===== src/rtl/template_ram_writer.sv =====
// ---------------------------------------------------------------------------
// template_ram_writer
//
// Loads a block of words from a valid/ready stream into a RAM write port.
// A load is started with a base address and word count. The k-th accepted
// word (k from 0) is written to (base_addr + k) mod 2^ADDR_WIDTH, one cycle
// after the edge that accepted it.
//
// Build option:
//   TEMPLATE_CHECKSUM_EN  - when defined, checksum is the running modulo
//                           2^DATA_WIDTH sum of the words accepted in the
//                           current/last load; otherwise checksum is tied to 0.
//
// Ports:
//   clk        - sole clock, rising edge
//   rst_n      - synchronous active-low reset
//   start      - single-cycle load request (ignored while busy)
//   abort      - cancels an active load (ignored outside LOAD)
//   base_addr  - first RAM address, sampled on an accepted start
//   length     - word count 1..2^ADDR_WIDTH, sampled on an accepted start
//   s_data     - stream word
//   s_valid    - stream word present
//   s_ready    - writer accepts a word this cycle (high exactly in LOAD)
//   wr_en      - RAM write strobe
//   wr_addr    - RAM write address
//   wr_data    - RAM write data
//   busy       - high in LOAD and DONE
//   done       - one-cycle pulse with the final write
//   err        - one-cycle pulse after a start with an illegal length
//   word_cnt   - words accepted in the current/last load
//   checksum   - running sum of accepted words (see build option)
// ---------------------------------------------------------------------------
module template_ram_writer #(
    parameter int ADDR_WIDTH = 11,
    parameter int DATA_WIDTH = 8
) (
    input  logic                  clk,
    input  logic                  rst_n,
    input  logic                  start,
    input  logic                  abort,
    input  logic [ADDR_WIDTH-1:0] base_addr,
    input  logic [ADDR_WIDTH:0]   length,
    input  logic [DATA_WIDTH-1:0] s_data,
    input  logic                  s_valid,
    output logic                  s_ready,
    output logic                  wr_en,
    output logic [ADDR_WIDTH-1:0] wr_addr,
    output logic [DATA_WIDTH-1:0] wr_data,
    output logic                  busy,
    output logic                  done,
    output logic                  err,
    output logic [ADDR_WIDTH:0]   word_cnt,
    output logic [DATA_WIDTH-1:0] checksum
);

    localparam logic [1:0] ST_IDLE = 2'd0;
    localparam logic [1:0] ST_LOAD = 2'd1;
    localparam logic [1:0] ST_DONE = 2'd2;

    // Largest legal length: exactly one full pass over the address space.
    localparam logic [ADDR_WIDTH:0] LEN_MAX = {1'b1, {ADDR_WIDTH{1'b0}}};

    logic [1:0]            state;
    logic [ADDR_WIDTH-1:0] addr_ptr;
    logic [ADDR_WIDTH:0]   len_q;
    logic [ADDR_WIDTH:0]   cnt_inc;
    logic                  len_ok;
    logic                  start_ok;
    logic                  accept;
    logic                  last_word;

    assign len_ok    = (length != '0) && (length <= LEN_MAX);
    assign start_ok  = (state == ST_IDLE) && start && len_ok;
    // Abort wins over a simultaneous accept: the offered word is dropped.
    assign accept    = (state == ST_LOAD) && s_valid && !abort;
    assign cnt_inc   = word_cnt + (ADDR_WIDTH + 1)'(1);
    assign last_word = accept && (cnt_inc == len_q);

    // Handshake and status are pure decodes of the state register so that
    // s_ready never depends on s_valid.
    assign s_ready = (state == ST_LOAD);
    assign busy    = (state == ST_LOAD) || (state == ST_DONE);
    // DONE is entered on the edge that accepts the final word, which is the
    // same edge that registers the final write, so done lines up with it.
    assign done    = (state == ST_DONE);

    // NOTE: reset is tested inside the clocked block, so it only acts on a
    // rising edge; every register is cleared there, including the datapath.
    always_ff @(posedge clk) begin
        if (!rst_n) begin
            state    <= ST_IDLE;
            addr_ptr <= '0;
            len_q    <= '0;
            wr_en    <= 1'b0;
            wr_addr  <= '0;
            wr_data  <= '0;
            err      <= 1'b0;
            word_cnt <= '0;
        end else begin
            // NOTE: non-blocking assignments throughout, so every right-hand
            // side sees the pre-edge value regardless of statement order.
            wr_en <= accept;
            err   <= (state == ST_IDLE) && start && !len_ok;

            if (accept) begin
                wr_addr  <= addr_ptr;
                wr_data  <= s_data;
                addr_ptr <= addr_ptr + ADDR_WIDTH'(1); // wraps modulo 2^ADDR_WIDTH
                word_cnt <= cnt_inc;
            end

            case (state)
                ST_IDLE: begin
                    if (start_ok) begin
                        state    <= ST_LOAD;
                        addr_ptr <= base_addr;
                        len_q    <= length;
                        word_cnt <= '0;
                    end
                end
                ST_LOAD: begin
                    if (abort) begin
                        state <= ST_IDLE;
                    end else if (last_word) begin
                        state <= ST_DONE;
                    end
                end
                ST_DONE: state <= ST_IDLE;
                default: state <= ST_IDLE;
            endcase
        end
    end

`ifdef TEMPLATE_CHECKSUM_EN
    logic [DATA_WIDTH-1:0] sum_q;

    // start_ok (IDLE) and accept (LOAD) can never be true together.
    always_ff @(posedge clk) begin
        if (!rst_n) begin
            sum_q <= '0;
        end else if (start_ok) begin
            sum_q <= '0;
        end else if (accept) begin
            sum_q <= sum_q + s_data;
        end
    end

    assign checksum = sum_q;
`else
    assign checksum = '0;
`endif

endmodule


===== config.mk =====
export PLATFORM = sky130hd
export DESIGN_NAME = template_ram_writer
export DESIGN_NICKNAME = d
export VERILOG_FILES = /design/src/rtl/template_ram_writer.sv
export SDC_FILE = /design/constraint.sdc
export NUM_CORES = 1
export LEC_CHECK = 0
export ABC_AREA = 0
export CORE_MARGIN = 2
export CORE_UTILIZATION = 50
export DETAILED_ROUTE_END_ITERATION = 8
export PLACE_DENSITY = 0.81
export RECOVER_POWER = 50
export REMOVE_ABC_BUFFERS = 1
export SLEW_MARGIN = 20
export SYNTH_ARGS = -nofsm -noshare
export SYNTH_HDL_FRONTEND = slang
export SYNTH_SLANG_ARGS = --single-unit

===== constraint.sdc =====
create_clock -name clk -period 6.2 [get_ports clk]
set_input_delay 1.24 -clock clk [delete_from_list [all_inputs] [get_ports clk]]
set_output_delay 1.24 -clock clk [all_outputs]
set_load 0.01 [all_outputs]

==> metrics.md <==
| Metric | Value |
|---|---|
| Outcome | `finished, violations left` |
| Failing checks | `max-capacitance violations, max-slew violations` |
| Family with the most delay on the worst path | `buffers and inverters` |
| Max frequency | `~260 MHz` |
| Peak supply drop | `between 150 and 200 uV` |
| RSZ-0062 raised after global routing | `false` |
| Clock skew | `0.00700 ns` |
| Core Region | `~5600 um2` |
| IO buf count | `just over 70` |
| FF+latch count, synth | `between 50 and 60` |
| Final min period | `3.83 ns` |
| Antenna violations before repair | `0` |
| Placement Setup Slack | `around 2.2 ns` |
| Antenna cells | `0` |
| CP max FO | `47` |
| CTS root buf | `clkbuf_8` |
| Slowest stage cell on the critical path | `clkbuf_1` |
| I/O pin count | `80` |
| Die area | `between 6000 and 7000 um2` |
| Clk sinks | `58` |
| Gpl congestion | `about 0.9` |
| Worst Setup Path Type | `input pin to flip-flop` |
| Hold Vio Cnt, Final | `0` |
| CTS tree | `built` |
| Share of the synthesized area in the top cell type | `0.395` |
| EDFF count, synth | `0` |
| Main synth FF type | `dfxtp_1` |
| PD cells | `between 200 and 250 nW/um2` |
| Post-synth cell types | `46` |
| Area Overhead vs Synth | `30.7%` |
| Setup ws final | `~2.4 ns` |
| Rows | `27` |
| Setup crit start | `rst_n` |
| Setup TNS | `0 ns` |
| Synth Cell Area | `2940 um2` |
| Drt drc | `0` |
| Clock transition at path regs | `0.06 ns` |
| H-tree levels | `3` |
| # fillers | `~480` |
| Ratio of cells with drive above 1 in the final layout | `0.0611` |
| Routed via count | `~2,600` |
| Mean area per synthesized cell | `8.62 um2` |
| Global-route wire length before repair | `approximately 11 mm` |
| CP arrival | `a little over 4 ns` |
| Final Net Count | `between 400 and 500` |
| Syn. warnings | `0` |
| Vias in the first global route | `roughly 2,400` |
| Hold Path Origin | `wr_data[5]` |
| Tcrit/Tclk final | `0.618` |
| Post-CTS Hold Fix Bufs | `0` |
| Die height | `80.7 um` |
| Worst slew pin tran | `1.72 ns` |
| WL/cell | `between 10 and 15 um` |
| Top cells by area, synth | `dfxtp_1 40%, nand2_1 8.8%, a21boi_0 4.9%` |
| Largest net degree at the start of global routing | `48` |
| Detailed Route WL | `roughly 6.8 mm` |
| Design Power | `approximately 870 uW` |
| Max-slew violation count | `48` |
| Grt ovf | `0` |
| Leak | `between 1.5 and 2 nW` |
| # Max-Cap Violations | `1` |
| Post-synth ARST share | `0` |
| ANT nets after route | `0` |
| Startpoint types | `input pin` |
| Num CTS Buffers | `9` |
| Most common cell after layout, fill and taps aside | `nand2_1` |
| Drt pass-1 iters | `4` |
| RR Startpoint | `state[1]` |
| CP endpoint kind | `flip-flop` |
| Hpwl dp | `4.81 mm` |
| Die width | `80.7 um` |
| Worst path max stage delay | `1.23 ns` |
| 1st-iter DRT viols | `between 90 and 100` |
| Detail-routed via count per cell | `around 5.4` |
| HP Class | `flip-flop to flip-flop` |
| Most frequent cells in the layout | `69 x nand2_1, 58 x dfxtp_1, 37 x dlygate4sd3_1, 34 x clkdlybuf4s50_1, 19 x a21boi_0` |
| Dominant cell type by area after synthesis | `dfxtp_1` |
| Buf/Inv on CP | `2` |
| CP Data Required Time | `about 6.4 ns` |
| Part of the Yosys area used for sequential elements | `0.395` |
| GRT Util Overall | `0.227` |
| Synth Instances | `around 340` |
| Worst slew margin | `-0.144` |
| CTS Buffer Depth | `2` |
| Initial Util | `0.524` |
| Post-cts sizing count | `0` |
| Cell Chain, Critical Path | `dlygate4sd3_1 -> clkbuf_1 -> nand2_1 -> a21oi_1` |
| Post-CTS setup buffer count | `0` |
| Setup Viol. Count Final | `0` |
| Later-pin clock latency in the skew report | `0.33 ns` |
## stage by stage
stage          cell area (um2)  utilization  instances  hold slack [ns]
2_1_floorplan             2810            -        320            0.453
3_3_place_gp              3630        0.647        465            0.452
3_5_place_dp              3630        0.647        465            0.459
4_1_cts                   3850        0.686        481            0.470
5_1_grt                   3840        0.685        481            0.500
6_report                  3840        0.685        481            0.464
## power by group
group / switching [mW] / internal (mW) / leakage [nW]
clock: 0.156 / 0.225 / 0.105
sequential: 0.0103 / 0.385 / 0.471
combinational: 0.0422 / 0.0497 / 1.05
## cells in the mapped netlist, types with 5 or more instances
master    number
nand2_1       69
dfxtp_1       58
a21boi_0      19
nor2_1        16
xor2_1        16
xnor2_1       15
nand3_1       13
mux2i_1       12
nor2b_1       12
o211a_1       11
clkbuf_1      10
buf_4          9
and3_1         7
nand4_1        6
o21ai_0        6
buf_2          5
ha_1           5
nor4_1         5
## cells by family after synthesis
kind of cell / after synthesis / share of synthesized area
buffers and inverters: 32 / 0.0570
multiplexers: 12 / 0.0409
flip-flops: 58 / 0.395
AND/OR/NAND/NOR: 146 / 0.238
other: 1 / 0.00128
XOR/XNOR: 32 / 0.0979
AO/OA/AOI/OAI: 55 / 0.148
adder cells (fa/ha/maj): 5 / 0.0213
## registers in the layout, indices dropped and copies added, names as in the netlist
name	cells
wr_addr	11
state	2
len_q	12
wr_data	8
wr_en	1
word_cnt	12
err	1
addr_ptr	11
## area by class of cell
type	count	area [um2]	area share
Sequential cell	58	1160	0.302
Multi-Input combinational cell	258	1640	0.426
Inverter	4	15.0	0.00391
Clock buffer	9	124	0.0322
Tap cell	72	90.1	0.0234
Clock inverter	7	93.8	0.0244
Timing Repair Buffer	73	722	0.188
## routing by layer
metal / up-vias / track usage / wire length [um]
li1: 1281 / - / -
met3: 14 / 0.0719 / 444
met1: 1184 / 0.265 / 2870
met4: 0 / 0.0763 / 140
met5: - / 0 / 0
met2: 102 / 0.391 / 3320
## path summary, 6_finish.rpt
path              slack (ns)     endpoint  depth (start not counted)
setup / recovery        2.37  word_cnt[1]                          4
hold / removal          0.46   wr_data[5]                          2
setup reg to reg        3.38     state[0]                          9
hold reg to reg         0.46   wr_data[5]                          2
## worst reg2reg max path, stage by stage (launching register included)
cell	delay, ns
dfxtp_1	0.32
inv_1	0.09
ha_1	0.17
and2b_1	0.23
and2_1	0.80
nand4_1	0.23
a211oi_2	0.21
nand3_1	0.16
and3_1	0.22
o31a_1	0.28
Power figures use the tool's default switching activity.
